<file path="src/rtl/load_pkg.sv">
// Shared definitions for the weight/image memory load sequencer.
// Holds the FSM state types and the default word counts, image base
// address and address widths used by the chip top and the memories.
package load_pkg;

    typedef enum logic [2:0] {
        C_IDLE,
        C_WAIT,
        C_CNN,
        C_IMG,
        C_DONE
    } cnn_state_t;

    typedef enum logic [1:0] {
        F_IDLE,
        F_WAIT,
        F_LOAD,
        F_DONE
    } fc_state_t;

    localparam int DEF_DW        = 16;
    localparam int DEF_CNN_WORDS = 50704;
    localparam int DEF_IMG_WORDS = 1024;
    localparam int DEF_IMG_BASE  = 50704;
    localparam int DEF_FC_WORDS  = 11218;
    localparam int DEF_CAW       = 16;
    localparam int DEF_FAW       = 14;
    localparam int IMG_IDX_W     = 11;

endpackage

</file>
<file path="src/rtl/load_counter.sv">
// Terminal-count source index counter.
// Ports:
//   clk, rst_n : clock, asynchronous active-low reset
//   clr        : synchronous clear to 0 (wins over en)
//   en         : advance by one (ignored once the terminal index is reached)
//   idx        : current index
//   last       : idx equals COUNT-1
module load_counter #(
    parameter int W     = 16,
    parameter int COUNT = 16
) (
    input  logic         clk,
    input  logic         rst_n,
    input  logic         clr,
    input  logic         en,
    output logic [W-1:0] idx,
    output logic         last
);

    logic [W-1:0] idx_reg;

    assign last = (idx_reg == W'(COUNT - 1));
    assign idx  = idx_reg;

    // Holding at the terminal index keeps the counter from ever wrapping.
    always_ff @(posedge clk or negedge rst_n) begin
        if (!rst_n) begin
            idx_reg <= '0;
        end else if (clr) begin
            idx_reg <= '0;
        end else if (en && !last) begin
            idx_reg <= idx_reg + 1'b1;
        end
    end

endmodule

</file>
<file path="src/rtl/mem_load_sequencer.sv">
// Power-up loader for the CNN and FC weight memories.
// The CNN side loads CNN weights then the input image (at IMG_BASE) into the
// CNN memory; the FC side loads FC weights into the FC memory in parallel.
// Writes are registered one cycle after the source index is presented, and a
// low src_valid stalls the load (no write, index held).
// Ports:
//   clk, rst_n, start, src_valid           : control inputs
//   load_cnn/load_img/load_fc              : load requests to the IO block
//   *_src_idx / *_src_data                 : source index out, source word in
//   cnn_mem_* / fc_mem_*                   : memory write ports
//   cmp_req, cmp_addr, cmp_gnt             : compute access to CNN memory
//   busy, load_done                        : status
module mem_load_sequencer
    import load_pkg::*;
#(
    parameter int DW        = DEF_DW,
    parameter int CNN_WORDS = DEF_CNN_WORDS,
    parameter int IMG_WORDS = DEF_IMG_WORDS,
    parameter int IMG_BASE  = DEF_IMG_BASE,
    parameter int FC_WORDS  = DEF_FC_WORDS,
    parameter int CAW       = DEF_CAW,
    parameter int FAW       = DEF_FAW
) (
    input  logic                 clk,
    input  logic                 rst_n,
    input  logic                 start,
    input  logic                 src_valid,
    output logic                 load_cnn,
    output logic                 load_fc,
    output logic                 load_img,
    output logic [CAW-1:0]       cnn_src_idx,
    output logic [IMG_IDX_W-1:0] img_src_idx,
    output logic [FAW-1:0]       fc_src_idx,
    input  logic [DW-1:0]        cnn_src_data,
    input  logic [DW-1:0]        img_src_data,
    input  logic [DW-1:0]        fc_src_data,
    output logic [CAW-1:0]       cnn_mem_addr,
    output logic [DW-1:0]        cnn_mem_wdata,
    output logic                 cnn_mem_we,
    output logic [FAW-1:0]       fc_mem_addr,
    output logic [DW-1:0]        fc_mem_wdata,
    output logic                 fc_mem_we,
    input  logic                 cmp_req,
    input  logic [CAW-1:0]       cmp_addr,
    output logic                 cmp_gnt,
    output logic                 busy,
    output logic                 load_done
);

    cnn_state_t c_state_reg, c_state_next;
    fc_state_t  f_state_reg, f_state_next;

    logic c_busy, f_busy, start_ok;
    logic cnn_en, img_en, fc_en;
    logic cnn_last, img_last, fc_last;

    logic [CAW-1:0] cnn_addr_reg, cnn_addr_next;
    logic [DW-1:0]  cnn_data_reg, cnn_data_next;
    logic           cnn_we_reg, cnn_we_next;
    logic [FAW-1:0] fc_addr_reg, fc_addr_next;
    logic [DW-1:0]  fc_data_reg, fc_data_next;
    logic           fc_we_reg, fc_we_next;
    logic           load_done_reg;

    // A start is only honoured when neither side is mid-load.
    assign busy     = c_busy | f_busy;
    assign start_ok = start & ~busy;

    load_counter #(.W(CAW), .COUNT(CNN_WORDS)) u_cnn_cnt (
        .clk(clk), .rst_n(rst_n), .clr(start_ok), .en(cnn_en),
        .idx(cnn_src_idx), .last(cnn_last)
    );

    load_counter #(.W(IMG_IDX_W), .COUNT(IMG_WORDS)) u_img_cnt (
        .clk(clk), .rst_n(rst_n), .clr(start_ok), .en(img_en),
        .idx(img_src_idx), .last(img_last)
    );

    load_counter #(.W(FAW), .COUNT(FC_WORDS)) u_fc_cnt (
        .clk(clk), .rst_n(rst_n), .clr(start_ok), .en(fc_en),
        .idx(fc_src_idx), .last(fc_last)
    );

    // State registers and registered write ports.
    always_ff @(posedge clk or negedge rst_n) begin
        if (!rst_n) begin
            c_state_reg   <= C_IDLE;
            f_state_reg   <= F_IDLE;
            cnn_addr_reg  <= '0;
            cnn_data_reg  <= '0;
            cnn_we_reg    <= 1'b0;
            fc_addr_reg   <= '0;
            fc_data_reg   <= '0;
            fc_we_reg     <= 1'b0;
            load_done_reg <= 1'b0;
        end else begin
            c_state_reg   <= c_state_next;
            f_state_reg   <= f_state_next;
            cnn_addr_reg  <= cnn_addr_next;
            cnn_data_reg  <= cnn_data_next;
            cnn_we_reg    <= cnn_we_next;
            fc_addr_reg   <= fc_addr_next;
            fc_data_reg   <= fc_data_next;
            fc_we_reg     <= fc_we_next;
            // Taken from the registered DONE states so it rises only after the
            // final write has left the write port; compute can then never
            // steal the address of a pending write. An accepted restart drops
            // it on the very next cycle.
            load_done_reg <= (c_state_reg == C_DONE) && (f_state_reg == F_DONE) && !start_ok;
        end
    end

    // Next-state logic.
    always_comb begin
        c_state_next = c_state_reg;
        unique case (c_state_reg)
            C_IDLE, C_DONE: if (start_ok) c_state_next = C_WAIT;
            C_WAIT:         if (src_valid) c_state_next = C_CNN;
            C_CNN:          if (src_valid && cnn_last) c_state_next = C_IMG;
            C_IMG:          if (src_valid && img_last) c_state_next = C_DONE;
            default:        c_state_next = C_IDLE;
        endcase

        f_state_next = f_state_reg;
        unique case (f_state_reg)
            F_IDLE, F_DONE: if (start_ok) f_state_next = F_WAIT;
            F_WAIT:         if (src_valid) f_state_next = F_LOAD;
            F_LOAD:         if (src_valid && fc_last) f_state_next = F_DONE;
            default:        f_state_next = F_IDLE;
        endcase
    end

    // FSM outputs: load requests, busy flags and per-cycle write enables.
    always_comb begin
        load_cnn = 1'b0;
        load_img = 1'b0;
        load_fc  = 1'b0;
        c_busy   = 1'b0;
        f_busy   = 1'b0;
        cnn_en   = 1'b0;
        img_en   = 1'b0;
        fc_en    = 1'b0;
        unique case (c_state_reg)
            C_WAIT: begin
                load_cnn = 1'b1;
                load_img = 1'b1;
                c_busy   = 1'b1;
            end
            C_CNN: begin
                load_cnn = 1'b1;
                load_img = 1'b1;
                c_busy   = 1'b1;
                cnn_en   = src_valid;
            end
            C_IMG: begin
                load_img = 1'b1;
                c_busy   = 1'b1;
                img_en   = src_valid;
            end
            default: ;
        endcase
        unique case (f_state_reg)
            F_WAIT: begin
                load_fc = 1'b1;
                f_busy  = 1'b1;
            end
            F_LOAD: begin
                load_fc = 1'b1;
                f_busy  = 1'b1;
                fc_en   = src_valid;
            end
            default: ;
        endcase
    end

    // Write datapath: address/data hold between writes; only we pulses.
    always_comb begin
        cnn_addr_next = cnn_addr_reg;
        cnn_data_next = cnn_data_reg;
        cnn_we_next   = 1'b0;
        if (cnn_en) begin
            cnn_addr_next = cnn_src_idx;
            cnn_data_next = cnn_src_data;
            cnn_we_next   = 1'b1;
        end else if (img_en) begin
            cnn_addr_next = CAW'(IMG_BASE) + CAW'(img_src_idx);
            cnn_data_next = img_src_data;
            cnn_we_next   = 1'b1;
        end

        fc_addr_next = fc_addr_reg;
        fc_data_next = fc_data_reg;
        fc_we_next   = 1'b0;
        if (fc_en) begin
            fc_addr_next = fc_src_idx;
            fc_data_next = fc_src_data;
            fc_we_next   = 1'b1;
        end
    end

    // Compute arbitration: the compute datapath takes the CNN address port
    // only after the full load has completed.
    assign load_done     = load_done_reg;
    assign cmp_gnt       = load_done_reg & cmp_req;
    assign cnn_mem_addr  = cmp_gnt ? cmp_addr : cnn_addr_reg;
    assign cnn_mem_we    = cnn_we_reg & ~cmp_gnt;
    assign cnn_mem_wdata = cnn_data_reg;
    assign fc_mem_addr   = fc_addr_reg;
    assign fc_mem_wdata  = fc_data_reg;
    assign fc_mem_we     = fc_we_reg;

endmodule

</file>
<file path="config.mk">
export PLATFORM = sky130hd
export DESIGN_NAME = mem_load_sequencer
export DESIGN_NICKNAME = d
export VERILOG_FILES = /design/src/rtl/load_pkg.sv /design/src/rtl/load_counter.sv /design/src/rtl/mem_load_sequencer.sv
export SDC_FILE = /design/constraint.sdc
export NUM_CORES = 1
export LEC_CHECK = 0
export BUFFER_PORTS_ARGS = -buffer_cell sky130_fd_sc_hd__clkbuf_2
export CORE_MARGIN = 5
export CORE_UTILIZATION = 46
export DETAILED_ROUTE_END_ITERATION = 6
export PLACE_DENSITY = 0.77
export SLEW_MARGIN = 20
export SYNTH_ARGS = -nofsm -noshare
export SYNTH_HDL_FRONTEND = slang
export SYNTH_SLANG_ARGS = --single-unit
</file>
<file path="constraint.sdc">
create_clock -name clk -period 1.8 [get_ports clk]
set_input_delay 0.36 -clock clk [delete_from_list [all_inputs] [get_ports clk]]
set_output_delay 0.36 -clock clk [all_outputs]
set_load 0.005 [all_outputs]
</file>
==> impl_metrics.toml, run 1 <==
[layout]
n_fill_cell = 962
num_antenna_cells = 0
nNetsFinal = 837
fin_area_sq_mm = 0.00740
layout-drive-gt1-share_pct = 41.6
synthToLayoutAreaGrowth_pct = 35.1
multi_input_area_sq_mm = 0.00263
fin_cells = 908
register_area_sq_mm = 0.00278

[global_route]
grt_use_total_pct = 20.5
overflow = 0
antenna_found_initial = 0
grt_max_degree = 109
grt_pass1_vias = 4982
grt_pass1_wl_mm = 24.2

[die]
ioPinCount = 180
die_area_sq_mm = 0.0142
start_util_pct = 47.4
row_count = 39
core_area_sq_mm = 0.0116
die_w_um = 119
die_h_um = 119

[power]
power.density_mw_per_mm2 = 1200
peakVddDrop_v = 0.00103
p_total_mw = 8.87
leakage_nw = 3.71

[placed_design]
dp_hpwl_mm = 10.9
dp.cells = 883
io_buffers = 179
gp_congestion = 0.903
dpl_cell_area_sq_mm = 0.00691

[hold_path]
hp-class = "in -> reg"
hold_depth = 2

[clock_tree]
cts-root-buf = "clkbuf_16"
cts_num_sinks = 111
clockBufferDepth = 2
numCtsBuffers = 9
ctsHtreeMaxLevel = 3
clk_pin_slew_ns = 0.07
cts_tree = "built"
clock_latency_ns = 0.35

[sta]
finalCriticalPeriod_ns = 1.83
grt_setup_unrepaired = "true"
clock_skew_ns = 0.00536
finalHoldViolations = 0
fin_ws_ns = -0.0263
maxSlewHeadroom_pct = 61.2
fin_tns_setup_ns = -0.0549
setup_viol = 6
whs_ns = 0.243
final.period_utilization_pct = 101
timing.fmax_ghz = 0.548
drv_slew = 0
tightest_slew_ns = 0.582

[synthesis]
ys_top_cells_by_area = "dfrtp_1 (51%), mux2_2 (8.2%), mux2i_1 (5.5%)"
syn_avg_cell_area_sq_um = 10.2
synth_area_sq_mm = 0.00548
synth_cells = 535
ys_seq_area_share_pct = 50.7
yosys.area.top_type_share_pct = 50.7
synthDistinctLibCells = 46
ys.flop_type = "dfrtp_1"
synth_top_area_cell = "dfrtp_1"
async_flop_share_pct = 100
synth_edf_count = 0
syn_nets = 612
ys_seq_elements = 111
yosysWarnings = 0

[route]
final_antenna_net_count = 0
wl_per_cell_um = 16.4
drc = 0
dr_total_vias = 4940
firstDrtPassIters = 4
finalWirelength_mm = 14.9
drt_iter0_drc = 276
routed_via_density = 5.44

[critical_path]
start_kind = "flop"
critical-path-top-delay-family = "flip-flops"
crit_fanout = 9
end_kind = "output port"
rr_worst_depth = 6
slowest_stage = "dfrtp_1"
cpPeakStageDelay_ns = 0.41
cp.required_ns = 1.44
critPathArrivalTime_ns = 1.47
crit_buf_inv = 2
cp_num_cells = 4
path_cells = "nand2_4 -> buf_12 -> mux2_2 -> clkbuf_2"
critPathKind = "reg -> out"

[run]
cap_violations = 0

[status]
violations = "setup timing"
status = "finished, violations left"
layout make-up:
class	count	share of cell area [%]
Inverter	18	0.913
Clock inverter	3	0.203
Tap cell	143	2.42
Sequential cell	111	37.6
Clock buffer	13	3.79
Multi-Input combinational cell	379	35.5
Timing Repair Buffer	241	19.6
cells in the final DEF (no fill, tap or decap), types with 3 or more instances in the layout:
cell / count
clkbuf_2: 178
dfrtp_1: 108
nand2_1: 64
o21ai_0: 56
buf_4: 55
mux2_2: 30
mux2i_1: 30
a21oi_1: 23
nor2_1: 20
inv_1: 16
nand4_1: 16
xnor2_1: 15
or3_1: 15
nand3_1: 11
mux2_4: 10
clkbuf_16: 9
nor4_1: 8
ha_1: 6
and4_1: 5
nor3_1: 5
o31ai_1: 5
buf_12: 5
and2_1: 4
and3_1: 4
nand2b_1: 4
o211ai_1: 4
clkbuf_8: 4
nand3b_1: 3
nor3b_1: 3
or4_1: 3
dfrtp_2: 3
clkinv_2: 3
Yosys cell counts, types with 2 or more instances:
cell type and instances:
dfrtp_1 111, nand2_1 66, o21ai_0 56, mux2_2 40
mux2i_1 30, a21oi_1 25, nor2_1 20, clkbuf_1 17
inv_1 17, nand4_1 16, or3_1 16, xnor2_1 15
nand3_1 12, buf_2 9, nor4_1 9, ha_1 8
and4_1 6, and2_1 5, nor3_1 5, o31ai_1 5
or4_1 5, and3_1 4, nand2b_1 4, o211ai_1 4
nand3b_1 3, nor3b_1 3, a211oi_1 2, nand4b_1 2
nor2b_1 2, o22ai_1 2
what timing repair did:
action / CTS / global route
gates resized for setup: 10 / 20
gates cloned: 1 / 0
endpoints found under the setup margin: 21 / 35
endpoints found under the hold margin: 3 / 0
buffers inserted: 1 / 6
hold buffers: 1 / 0
pin swaps: 2 / 1
power breakdown:
group	switching, mW	total [mW]	internal (mW)	leakage (nW)
registers	0.471	3.62	3.15	1.43
clock network	0.873	1.96	1.08	0.151
logic	1.58	3.29	1.70	2.13
total	2.93	8.87	5.94	3.71
metal layers:
metal  vias up  GRT usage (%)  share of wire (%)
met5         -              0                  0
met4         0           6.59                1.2
met3        12           5.21                7.4
met2       174           34.6                 49
met1      2384           26.0                 43
li1       2370              -                  -
worst paths after layout:
kind / startpoint / endpoint / slack [ns]
min reg2reg: cnn_addr_reg[14] / cnn_addr_reg[14] / 0.47
min: fc_src_data[1] / fc_mem_wdata[1] / 0.24
min in group asynchronous: rst_n / cnn_addr_reg[12] / 0.35
max reg2reg: u_fc_cnt.idx[1] / f_state_reg[0] / 0.06
max in group asynchronous: rst_n / u_fc_cnt.idx[1] / 0.65
max: load_done / cnn_mem_addr[9] / -0.03
stage by stage:
stage	util (%)	worst slack, ns
after global placement	59.7	0.0226
after global routing	64.0	-0.0640
final	64.0	-0.0263
after CTS	63.0	-0.0268
after floorplan	-	0.00736
after detailed placement	59.7	-0.0453
kinds of logic (layout without fill, tap and decap cells):
| logic type | after synthesis | in the layout | share of synthesized area [%] |
|---|---|---|---|
| buf+inv | 45 | 275 | 3.29 |
| xor+xnor | 16 | 16 | 2.56 |
| simple gates | 183 | 183 | 17.6 |
| fa+ha+maj | 8 | 8 | 1.83 |
| flops | 111 | 111 | 50.7 |
| mux | 70 | 70 | 13.7 |
| compound gates | 102 | 102 | 10.4 |
Note: power is estimated with default switching activity, not from simulation.
==> run 2: changes to the inputs <==
--- a/config.mk
+++ b/config.mk
@@ -5,9 +5,10 @@
 export SDC_FILE = /design/constraint.sdc
 export NUM_CORES = 1
 export LEC_CHECK = 0
+export ABC_AREA = 1
 export BUFFER_PORTS_ARGS = -buffer_cell sky130_fd_sc_hd__clkbuf_2
 export CORE_MARGIN = 5
-export CORE_UTILIZATION = 46
+export CORE_UTILIZATION = 47
 export DETAILED_ROUTE_END_ITERATION = 6
 export PLACE_DENSITY = 0.77
 export SLEW_MARGIN = 20
==> impl_metrics.toml, run 2 <==
[sta]
clock_skew_ns = 0.00723
maxSlewHeadroom_pct = 72.9
final.period_utilization_pct = 96.5
setup_viol = 0
drv_slew = 0
finalHoldViolations = 0
tightest_slew_ns = 0.407
timing.fmax_ghz = 0.576
finalCriticalPeriod_ns = 1.74
grt_setup_unrepaired = "true"

[synthesis]
syn_nets = 870
synthTopCellsByCount = "nand2_1 (264), dfrtp_1 (111), nor2_1 (70)"
ys.flop_type = "dfrtp_1"
async_flop_share_pct = 100
synth_top_area_cell = "dfrtp_1"
synth_cells = 793
synthDistinctLibCells = 35
ys_seq_elements = 111
ys_top_cells_by_area = "dfrtp_1 (46%), nand2_1 (17%), nand3_1 (4.9%)"
synth_most_common_cell = "nand2_1"
syn_avg_cell_area_sq_um = 7.54
ys_seq_area_share_pct = 46.5
yosysWarnings = 0
synth_area_sq_mm = 0.00598
synth_edf_count = 0
yosys.area.top_type_share_pct = 46.5

[route]
final_antenna_net_count = 0
firstDrtPassIters = 5
routed_via_density = 5.05
finalWirelength_mm = 16.5
wl_per_cell_um = 14.2
drt_iter0_drc = 688
dr_total_vias = 5887
drc = 0

[clock_tree]
cts_num_sinks = 111
cts_tree = "built"
cts-root-buf = "clkbuf_16"
clockBufferDepth = 2
clock_latency_ns = 0.35
numCtsBuffers = 9
ctsHtreeMaxLevel = 3
clk_pin_slew_ns = 0.08

[critical_path]
crit_fanout = 3
critical-path-top-delay-family = "flip-flops"
cp.required_ns = 1.44
reg2reg_from = "c_state_reg[0]"
r2r-end = "u_fc_cnt.idx[4]"
crit_buf_inv = 2
rr_worst_depth = 8
end_kind = "output port"
critPathKind = "reg -> out"
cpPeakStageDelay_ns = 0.40
critPathArrivalTime_ns = 1.38
slowest_stage = "dfrtp_1"
rrSetupSlack_ns = 0.13
start_kind = "flop"
path_cells = "buf_4 -> o21ai_2 -> nand2_1 -> clkbuf_2"

[die]
ioPinCount = 180
die_w_um = 123
start_util_pct = 47.7
die_h_um = 123
die_area_sq_mm = 0.0151
core_area_sq_mm = 0.0125
row_count = 41

[hold_path]
hp-start = "fc_src_data[10]"
hold_depth = 3
hp-class = "in -> reg"
min_to = "fc_mem_wdata[10]"

[power]
power.density_mw_per_mm2 = 1420
peakVddDrop_v = 0.000892
leakage_nw = 3.94
p_total_mw = 10.7

[global_route]
grt_pass1_wl_mm = 26.7
antenna_found_initial = 0
grt_use_total_pct = 22.3
grt_max_degree = 49
grt_pass1_vias = 5432
overflow = 0

[placed_design]
io_buffers = 179
gp_congestion = 0.901
dp_hpwl_mm = 12.6

[layout]
multi_input_area_sq_mm = 0.00272
final_core_util_pct = 60.2
mostFrequentLayoutCells = "nand2_1 (264), clkbuf_2 (178), dfrtp_1 (111)"
final_common_cell = "nand2_1"
num_antenna_cells = 0
synthToLayoutAreaGrowth_pct = 26.1
nNetsFinal = 1065
register_area_sq_mm = 0.00278
n_fill_cell = 1164
layout-drive-gt1-share_pct = 26.5

[run]
cap_violations = 0

[status]
status = "complete, no violations"
-- run 2: changes by cell type after synthesis, sizes merged, moves of 16 or more --
cell,change
mux2i,-30
nand2,+204
nand3,+49
or3,-16
inv,+60
mux2,-40
o21ai,+25
nor2,+55
-- run 2: kinds of logic (layout without fill, tap and decap cells) --
kind of cell    count (synthesis)  count (layout)  share of synthesized area (%)
compound gates                121             121                           11.2
xor+xnor                        7               7                           1.03
fa+ha+maj                       8               8                           1.68
buf+inv                       109             309                           8.00
flops                         111             111                           46.5
simple gates                  437             437                           31.7
-- run 2: tightest hold or removal path: stages --
cell and delay, ns:
clkbuf_2 0.07, nand2_1 0.04, nand2_1 0.04
-- run 2: routing by layer --
layer	GRT usage [%]	wire, um	share of wire (%)
met5	0	0	0
met4	5.81	249	1.5
met3	4.47	1140	6.9
met2	35.4	7900	48
met1	31.3	7210	44
-- run 2: repair_timing --
item                                    in CTS  in global routing
hold buffers                                 1                  0
buffers inserted                             1                  0
endpoints found under the setup margin       1                 31
pin swaps                                    0                  1
endpoints found under the hold margin       25                  0
resized for setup                            0                 11
gates cloned                                 0                  0
-- run 2: per-stage QoR --
| stage | instances | worst slack (ns) | hold WS, ns | cell area, sq um | setup TNS, ns |
|---|---|---|---|---|---|
| 4_1_cts | 1165 | 0.0230 | 0.185 | 7520 | 0 |
| 2_1_floorplan | 793 | 0.252 | 0.0644 | 5980 | 0 |
| 5_1_grt | 1165 | -0.00636 | 0.192 | 7530 | -0.00733 |
| 6_report | 1165 | 0.0626 | 0.195 | 7530 | 0 |
| 3_3_place_gp | 1147 | 0.156 | 0.303 | 7210 | 0 |
| 3_5_place_dp | 1147 | 0.138 | 0.300 | 7210 | 0 |
-- run 2: area by class of cell --
type / instances / area share, %
well taps: 172 / 2.86
inverters: 79 / 4.09
clock buffers: 11 / 3.35
multi-input cells: 573 / 36.1
repair buffers: 214 / 16.1
flip-flops and latches: 111 / 36.9
clock inverters: 5 / 0.598
-- run 2: worst max-delay path by stage --
| stage | to | slack (ns) | cells past startpoint | start |
|---|---|---|---|---|
| final | busy | 0.06 | 4 | c_state_reg[0] |
| after global routing | busy | -0.006 | 4 | c_state_reg[0] |
| after CTS | load_cnn | 0.02 | 5 | c_state_reg[0] |
| after detailed placement | u_fc_cnt.idx[11] | 0.14 | 7 | f_state_reg[1] |
| after global placement | u_img_cnt.idx[2] | 0.16 | 9 | u_img_cnt.idx[5] |
| after floorplan | u_cnn_cnt.idx[5] | 0.25 | 12 | u_cnn_cnt.idx[0] |
-- run 2: where the power goes --
group          internal (mW)  switching (mW)
Clock                   1.04           0.952
Combinational           1.88            2.95
Sequential              3.30           0.584
